==> src/rtl/oitConstant.sv <==
// Elaboration-time helpers shared across blocks for sizing counters and fields.
package oitConstant;

  // Bits needed to hold 'value' as an unsigned number; never less than 1.
  function automatic int oitBits(input int value);
    int bits;
    bits = 1;
    while ((value >> bits) != 0) bits++;
    return bits;
  endfunction

endpackage

==> src/rtl/wb_cmd_pkg.sv <==
// Shared types for the Wishbone B3 command master: completion codes, FSM states, fixed bus codes.
package wb_cmd_pkg;

  typedef enum logic [1:0] {
    OK         = 2'd0,
    ERR        = 2'd1,
    RETRY_FAIL = 2'd2,
    TIMEOUT    = 2'd3
  } wb_status_t;

  typedef enum logic [1:0] {
    ST_IDLE    = 2'd0,
    ST_BUS     = 2'd1,
    ST_BACKOFF = 2'd2,
    ST_RESP    = 2'd3
  } wb_state_t;

  localparam logic [2:0] CTI_CLASSIC = 3'b000;
  localparam logic [1:0] BTE_LINEAR  = 2'b00;

endpackage

==> src/rtl/wb_cmd_master_b3_if.sv <==
// Classic Wishbone B3 bus between one command master and one traffic-cop master slot.
interface wishbone_b3 #(
  parameter int AW = 32,
  parameter int DW = 32
);
  logic          cyc;
  logic          stb;
  logic          we;
  logic [AW-1:0] adr;
  logic [DW-1:0] dat_m2s;
  logic [DW-1:0] dat_s2m;
  logic [3:0]    sel;
  logic [2:0]    cti;
  logic [1:0]    bte;
  logic          ack;
  logic          err;
  logic          rty;

  modport master (
    output cyc, stb, we, adr, dat_m2s, sel, cti, bte,
    input  dat_s2m, ack, err, rty
  );

  modport slave (
    input  cyc, stb, we, adr, dat_m2s, sel, cti, bte,
    output dat_s2m, ack, err, rty
  );
endinterface

==> src/rtl/wb_cmd_timer.sv <==
// Loadable saturating down-counter; expired_o is high while the count sits at zero.
// Clear has priority over load, load over decrement; no wrap below zero.
module wb_cmd_timer #(
  parameter int W = 8
) (
  input  logic         clk,
  input  logic         rst_n,
  input  logic         clr_i,
  input  logic         load_i,
  input  logic         dec_i,
  input  logic [W-1:0] load_val_i,
  output logic         expired_o
);

  logic [W-1:0] cnt_q, cnt_d;

  always_comb begin
    cnt_d = cnt_q;
    if (clr_i)                      cnt_d = '0;
    else if (load_i)                cnt_d = load_val_i;
    else if (dec_i && cnt_q != '0)  cnt_d = cnt_q - W'(1);
  end

  always_ff @(posedge clk or negedge rst_n) begin
    if (!rst_n) cnt_q <= '0;
    else        cnt_q <= cnt_d;
  end

  assign expired_o = (cnt_q == '0);

endmodule

==> src/rtl/wb_cmd_master_b3.sv <==
// Valid/ready register command -> single classic Wishbone B3 cycle, with timeout and bounded retry.
// Command to cyc: 1 clk; response held until rsp_ready; one access per 3 clks at best.
module wb_cmd_master_b3
  import wb_cmd_pkg::*;
  import oitConstant::*;
#(
  parameter int addr_width     = 32,
  parameter int data_width     = 32,
  parameter int TIMEOUT_CYCLES = 255,
  parameter int MAX_RETRIES    = 3
) (
  input  logic                  clk,
  input  logic                  rst_n,
  input  logic                  req_valid,
  output logic                  req_ready,
  input  logic                  req_we,
  input  logic [addr_width-1:0] req_adr,
  input  logic [data_width-1:0] req_dat,
  input  logic [3:0]            req_sel,
  output logic                  rsp_valid,
  input  logic                  rsp_ready,
  output logic [data_width-1:0] rsp_dat,
  output logic [1:0]            rsp_status,
  wishbone_b3.master            wb
);

  localparam int            TW      = oitBits(TIMEOUT_CYCLES);
  localparam int            RW      = oitBits(MAX_RETRIES);
  localparam bit            TMO_EN  = (TIMEOUT_CYCLES != 0);
  localparam int            TLOAD   = (TIMEOUT_CYCLES > 0) ? TIMEOUT_CYCLES - 1 : 0;
  localparam logic [TW-1:0] TLOAD_V = TW'(TLOAD);
  localparam logic [RW-1:0] MAXR_V  = RW'(MAX_RETRIES);

  wb_state_t             state_q, state_d;
  logic                  cyc_q, cyc_d;
  logic                  we_q, we_d;
  logic [addr_width-1:0] adr_q, adr_d;
  logic [data_width-1:0] dat_q, dat_d;
  logic [3:0]            sel_q, sel_d;
  logic [RW-1:0]         retry_q, retry_d;
  logic [data_width-1:0] rsp_dat_q, rsp_dat_d;
  wb_status_t            status_q, status_d;

  logic tmr_clr, tmr_load, tmr_dec, tmr_expired;

  // Loaded with TIMEOUT_CYCLES-1 on every BUS entry; expiry in a silent cycle aborts.
  wb_cmd_timer #(.W(TW)) u_timer (
    .clk        (clk),
    .rst_n      (rst_n),
    .clr_i      (tmr_clr),
    .load_i     (tmr_load),
    .dec_i      (tmr_dec),
    .load_val_i (TLOAD_V),
    .expired_o  (tmr_expired)
  );

  always_comb begin
    state_d   = state_q;
    cyc_d     = cyc_q;
    we_d      = we_q;
    adr_d     = adr_q;
    dat_d     = dat_q;
    sel_d     = sel_q;
    retry_d   = retry_q;
    rsp_dat_d = rsp_dat_q;
    status_d  = status_q;
    tmr_clr   = 1'b0;
    tmr_load  = 1'b0;
    tmr_dec   = 1'b0;

    case (state_q)
      ST_IDLE: begin
        if (req_valid) begin
          we_d     = req_we;
          adr_d    = req_adr;
          dat_d    = req_dat;
          sel_d    = req_sel;
          retry_d  = '0;
          tmr_load = 1'b1;
          cyc_d    = 1'b1;
          state_d  = ST_BUS;
        end
      end
      ST_BUS: begin
        // ack beats err beats rty when a slave raises several together.
        if (wb.ack) begin
          rsp_dat_d = we_q ? '0 : wb.dat_s2m;
          status_d  = OK;
          cyc_d     = 1'b0;
          tmr_clr   = 1'b1;
          state_d   = ST_RESP;
        end else if (wb.err) begin
          rsp_dat_d = '0;
          status_d  = ERR;
          cyc_d     = 1'b0;
          tmr_clr   = 1'b1;
          state_d   = ST_RESP;
        end else if (wb.rty) begin
          cyc_d = 1'b0;
          if (retry_q < MAXR_V) begin
            retry_d = retry_q + RW'(1);
            state_d = ST_BACKOFF;
          end else begin
            rsp_dat_d = '0;
            status_d  = RETRY_FAIL;
            tmr_clr   = 1'b1;
            state_d   = ST_RESP;
          end
        end else if (TMO_EN && tmr_expired) begin
          rsp_dat_d = '0;
          status_d  = TIMEOUT;
          cyc_d     = 1'b0;
          state_d   = ST_RESP;
        end else begin
          tmr_dec = 1'b1;
        end
      end
      ST_BACKOFF: begin
        tmr_load = 1'b1;
        cyc_d    = 1'b1;
        state_d  = ST_BUS;
      end
      ST_RESP: begin
        if (rsp_ready) state_d = ST_IDLE;
      end
      default: state_d = ST_IDLE;
    endcase
  end

  always_ff @(posedge clk or negedge rst_n) begin
    if (!rst_n) begin
      state_q   <= ST_IDLE;
      cyc_q     <= 1'b0;
      we_q      <= 1'b0;
      adr_q     <= '0;
      dat_q     <= '0;
      sel_q     <= '0;
      retry_q   <= '0;
      rsp_dat_q <= '0;
      status_q  <= OK;
    end else begin
      state_q   <= state_d;
      cyc_q     <= cyc_d;
      we_q      <= we_d;
      adr_q     <= adr_d;
      dat_q     <= dat_d;
      sel_q     <= sel_d;
      retry_q   <= retry_d;
      rsp_dat_q <= rsp_dat_d;
      status_q  <= status_d;
    end
  end

  assign req_ready  = (state_q == ST_IDLE);
  assign rsp_valid  = (state_q == ST_RESP);
  assign rsp_dat    = rsp_dat_q;
  assign rsp_status = status_q;

  assign wb.cyc     = cyc_q;
  assign wb.stb     = cyc_q;
  assign wb.we      = we_q;
  assign wb.adr     = adr_q;
  assign wb.dat_m2s = dat_q;
  assign wb.sel     = sel_q;
  assign wb.cti     = CTI_CLASSIC;
  assign wb.bte     = BTE_LINEAR;

endmodule

==> src/flat_wrapper.sv <==
// flat-port wrapper written by rule: the top's interface ports become plain ports
module wb_cmd_master_b3_flat import wb_cmd_pkg::*; import oitConstant::*;
#(
  parameter int addr_width     = 32,
  parameter int data_width     = 32,
  parameter int TIMEOUT_CYCLES = 255,
  parameter int MAX_RETRIES    = 3
)
  (clk, rst_n, req_valid, req_ready, req_we, req_adr, req_dat, req_sel, rsp_valid, rsp_ready, rsp_dat, rsp_status, wb_cyc, wb_stb, wb_we, wb_adr, wb_dat_m2s, wb_sel, wb_cti, wb_bte, wb_dat_s2m, wb_ack, wb_err, wb_rty);
  wishbone_b3 #(.AW(32), .DW(32)) wb_i ();
  input  logic clk;
  input  logic rst_n;
  input  logic req_valid;
  output logic req_ready;
  input  logic req_we;
  input  logic [addr_width-1:0] req_adr;
  input  logic [data_width-1:0] req_dat;
  input  logic [3:0] req_sel;
  output logic rsp_valid;
  input  logic rsp_ready;
  output logic [data_width-1:0] rsp_dat;
  output logic [1:0] rsp_status;
  output wire logic [$bits(wb_i.cyc)-1:0] wb_cyc;
  output wire logic [$bits(wb_i.stb)-1:0] wb_stb;
  output wire logic [$bits(wb_i.we)-1:0] wb_we;
  output wire logic [$bits(wb_i.adr)-1:0] wb_adr;
  output wire logic [$bits(wb_i.dat_m2s)-1:0] wb_dat_m2s;
  output wire logic [$bits(wb_i.sel)-1:0] wb_sel;
  output wire logic [$bits(wb_i.cti)-1:0] wb_cti;
  output wire logic [$bits(wb_i.bte)-1:0] wb_bte;
  input wire logic [$bits(wb_i.dat_s2m)-1:0] wb_dat_s2m;
  input wire logic [$bits(wb_i.ack)-1:0] wb_ack;
  input wire logic [$bits(wb_i.err)-1:0] wb_err;
  input wire logic [$bits(wb_i.rty)-1:0] wb_rty;
  assign wb_cyc = wb_i.cyc;
  assign wb_stb = wb_i.stb;
  assign wb_we = wb_i.we;
  assign wb_adr = wb_i.adr;
  assign wb_dat_m2s = wb_i.dat_m2s;
  assign wb_sel = wb_i.sel;
  assign wb_cti = wb_i.cti;
  assign wb_bte = wb_i.bte;
  assign wb_i.dat_s2m = wb_dat_s2m;
  assign wb_i.ack = wb_ack;
  assign wb_i.err = wb_err;
  assign wb_i.rty = wb_rty;
  wb_cmd_master_b3 #(.addr_width(addr_width), .data_width(data_width), .TIMEOUT_CYCLES(TIMEOUT_CYCLES), .MAX_RETRIES(MAX_RETRIES)) u_core (.clk(clk), .rst_n(rst_n), .req_valid(req_valid), .req_ready(req_ready), .req_we(req_we), .req_adr(req_adr), .req_dat(req_dat), .req_sel(req_sel), .rsp_valid(rsp_valid), .rsp_ready(rsp_ready), .rsp_dat(rsp_dat), .rsp_status(rsp_status), .wb(wb_i));
endmodule
==> config.mk <==
export PLATFORM = sky130hd
export DESIGN_NAME = wb_cmd_master_b3_flat
export DESIGN_NICKNAME = d
export VERILOG_FILES = /design/src/rtl/oitConstant.sv /design/src/rtl/wb_cmd_pkg.sv /design/src/rtl/wb_cmd_master_b3_if.sv /design/src/rtl/wb_cmd_timer.sv /design/src/rtl/wb_cmd_master_b3.sv /design/src/flat_wrapper.sv
export SDC_FILE = /design/constraint.sdc
export NUM_CORES = 1
export LEC_CHECK = 0
export BUFFER_PORTS_ARGS = -buffer_cell sky130_fd_sc_hd__buf_4
export CORE_ASPECT_RATIO = 1.4
export CORE_MARGIN = 2
export CORE_UTILIZATION = 40
export CTS_CLUSTER_DIAMETER = 80
export CTS_CLUSTER_SIZE = 16
export DETAILED_ROUTE_END_ITERATION = 6
export PLACE_DENSITY = 0.71
export REMOVE_ABC_BUFFERS = 1
export SETUP_SLACK_MARGIN = 0.1
export SYNTH_ARGS = -nofsm -noshare
export SYNTH_HDL_FRONTEND = slang
export SYNTH_SLANG_ARGS = --single-unit
==> constraint.sdc <==
create_clock -name clk -period 3 [get_ports clk]
set_input_delay 0.75 -clock clk [delete_from_list [all_inputs] [get_ports clk]]
set_output_delay 0.75 -clock clk [all_outputs]
set_load 0.005 [all_outputs]
==> metrics.txt <==
DR vias 3,385; Yosys reg bits around 120; Pleak 3.35 nW; run status finished, final reports clean; RSZ-0062 raised after global routing false; TritonRoute pass-1 iters 4; CTS buffer count 17; Max-Cap Viols 0; ys flop type dfrtp_1; switching power 2.19 mW; clk_skew approximately 8.0 ps; cells resized by post-CTS repair 0; # H-tree levels 4; Yosys Warn Count 0; diode count 0; initial antenna violation count 0; First DRT Iteration DRCs 154; worst path arrival time 2540 ps; Layout Area Growth over Synthesis 51.4%; Placed Instance Area 6350 µm²; Post-route DRC 0; Yosys top cell by area dfrtp_1; Worst-Skew Late Latency roughly 400 ps; WL/cell 16.0 µm; NumNets Final 648; register clock-pin slew on the reported worst setup and hold paths 50 ps; grt met2 use 31.3%; peak supply drop 0.620 mV; list of most frequent post-synthesis cells 116 x dfrtp_1, 71 x mux2_2, 35 x a22o_1; Post-Syn Instances 319; r2r setup slk 740 ps; Initial Util roughly 41%; die height between 100 and 150 µm; cells on worst reg2reg path 7; Ports 220; EDFF count, synth 0; Critical Path End u_core.rsp_status[0]$_DFFE_PN0P_; FF-to-FF End u_core.rsp_status[0]$_DFFE_PN0P_; Multi-input gate area 1570 µm²; Pint about 5.5 mW; Vias/cell 4.88; WHS 372 ps; largest net degree at the start of global routing 54; ys async rst share 100%; Clock Path Buffers 2; Final Util between 60% and 70%; Tmin final 2260 ps; Critical Path Source u_core.u_timer.cnt_q[0]$_DFFE_PN0P_; CP startpoint kind register; clock network power share 26.5%; sequential area share after synthesis 63.2%; FF-to-FF Start u_core.u_timer.cnt_q[0]$_DFFE_PN0P_; Sequential Area 2900 µm²; Switching Share 28.5%; Peak Freq 442 MHz; hold violation count in the final report 0; vias in the first global route 3,414; period utilization 75.4%; dpl hpwl 8180 µm; met1 GRT Util 19.6%; Slew Limit Fails 0; Setup Buffers After CTS 0; Worst Tran Pin Value 663 ps; critical-path maximum fanout 33; total global-route track usage between 10% and 20%; grt peak-use layer met2; top cell type's share of synthesized area 63.2%; share of layout cells above drive strength 1 roughly 60%; Post-Syn Area 4590 µm²; Die X between 90 and 100 µm; GRT overflow 0; CTS root buffer clkbuf_16; Final setup viols 0; first-pass GRT wire length between 15,000 and 20,000 µm; syn avg cell area between 10 and 15 µm²; final wirelength 11,100 µm; core box area 11,300 µm²; Gate power share 36.1%; CTS tree done; RD Place Congestion 0.876; hold buffer count at cts 0; CP required 3280 ps; top post-synthesis cells by area dfrtp_1 63%, mux2_2 17%, a22o_1 6.7%; FP Rows 46; Min-Delay Path Class in -> async; setup TNS 0 ps; Flop pwr share 37.5%; total clock sinks 116; Worst slew margin 55.5%; pre-CTS worst setup slack around 450 ps; IO buf count 214; die area 12,400 µm²; CP Capture Type register; layout filler cell count approximately 900; top-count cell post-synth dfrtp_1; Pwr Density about 1100 nW/µm²; design area approximately 7000 µm²; PnR worst setup slack 739 ps; Synth cell types 38; crit path kind reg -> reg; ANT nets after route 0; grt met3 use 6.31%
[how the worst min path moves through the flow]
stage	start	end	slack [ps]	depth (start not counted)
after floorplan	rst_n	u_core.retry_q[0]$_DFFE_PN0P_	450	0
after CTS	rst_n	u_core.wb.adr[28]$_DFFE_PN0P_	390	1
after detailed placement	u_core.rsp_dat[16]$_DFFE_PN0P_	u_core.rsp_dat[16]$_DFFE_PN0P_	490	1
after global placement	u_core.rsp_dat[8]$_DFFE_PN0P_	u_core.rsp_dat[8]$_DFFE_PN0P_	490	1
after global routing	rst_n	u_core.wb.dat_m2s[15]$_DFFE_PN0P_	400	1
final	rst_n	u_core.wb.dat_m2s[15]$_DFFE_PN0P_	370	1
[layer usage]
metal | share of wire, % | vias to the layer above
met2 | 52 | 165
li1 | - | 1596
met4 | 1.3 | 0
met3 | 8.6 | 14
met5 | 0 | -
met1 | 38 | 1610
[cell usage in the layout, fill, tap and decap left out, types with 2 or more instances in the layout]
cell	Yosys	final
nand4_1	2	2
or3_1	2	2
ha_1	3	3
or2_2	3	3
conb_1	1	5
clkbuf_8	0	3
buf_4	6	218
mux2_2	71	71
bufinv_16	0	3
a22o_1	35	35
a31oi_1	3	3
nand2b_1	2	2
nand2_1	4	4
buf_12	0	2
clkinv_2	0	4
a21oi_1	8	8
or4_1	2	2
nor2_1	8	8
nor4b_1	2	2
clkbuf_16	0	17
o21ai_0	3	3
inv_1	4	4
a211oi_1	3	3
o31ai_1	3	3
nor3_1	4	4
clkbuf_1	11	3
dfrtp_1	116	116
[power groups by stage]
stage | combinational (mW) | sequential (mW) | clock, mW
finish | 2.77 | 2.88 | 2.04
global route | 3.03 | 2.99 | 2.16
CTS | 2.82 | 2.89 | 2.07
detailed placement | 2.83 | 2.89 | 0
global placement | 2.75 | 2.87 | 0
floorplan | 1.19 | 2.88 | 0
[state kept, by name, indices dropped and copies added, names as in the netlist]
register,cells
u_core.state_q,2
u_core.wb.we,1
u_core.rsp_status,2
u_core.rsp_dat,32
u_core.wb.sel,4
u_core.wb.dat_m2s,32
u_core.u_timer.cnt_q,8
u_core.wb.adr,32
u_core.wb.cyc,1
u_core.retry_q,2
[per-stage QoR]
step / total power [mW] / std cells
floorplan: 4.06 / 298
global placement: 5.61 / 662
detailed placement: 5.72 / 662
CTS: 7.78 / 694
global route: 8.18 / 694
finish: 7.69 / 694
[cell type report]
cell class | instances | area share [%]
Clock inverter | 9 | 1.82
Clock buffer | 23 | 6.88
Sequential cell | 116 | 41.8
Multi-Input combinational cell | 178 | 22.6
Timing Repair Buffer | 220 | 24.1
Inverter | 4 | 0.216
Tap cell | 144 | 2.59
[worst max-delay path: stages, from the launching register on]
cell and delay [ps]:
dfrtp_1 400, inv_1 100, ha_1 180, or4b_1 500, o41ai_1 330, nand2b_1 90, buf_4 240, mux2_2 300
[cell families (layout without fill, tap and decap cells)]
kind of cell | Yosys count | after routing | share of synthesized area (%)
AO/OA/AOI/OAI | 58 | 58 | 9.81
XOR/XNOR | 2 | 2 | 0.382
adder cells (fa/ha/maj) | 3 | 3 | 0.818
buffers and inverters | 29 | 256 | 3.02
flip-flops | 116 | 116 | 63.2
multiplexers | 71 | 71 | 17.4
other | 1 | 5 | 0.0817
AND/OR/NAND/NOR | 39 | 39 | 5.26
Power figures use the tool's default switching activity.
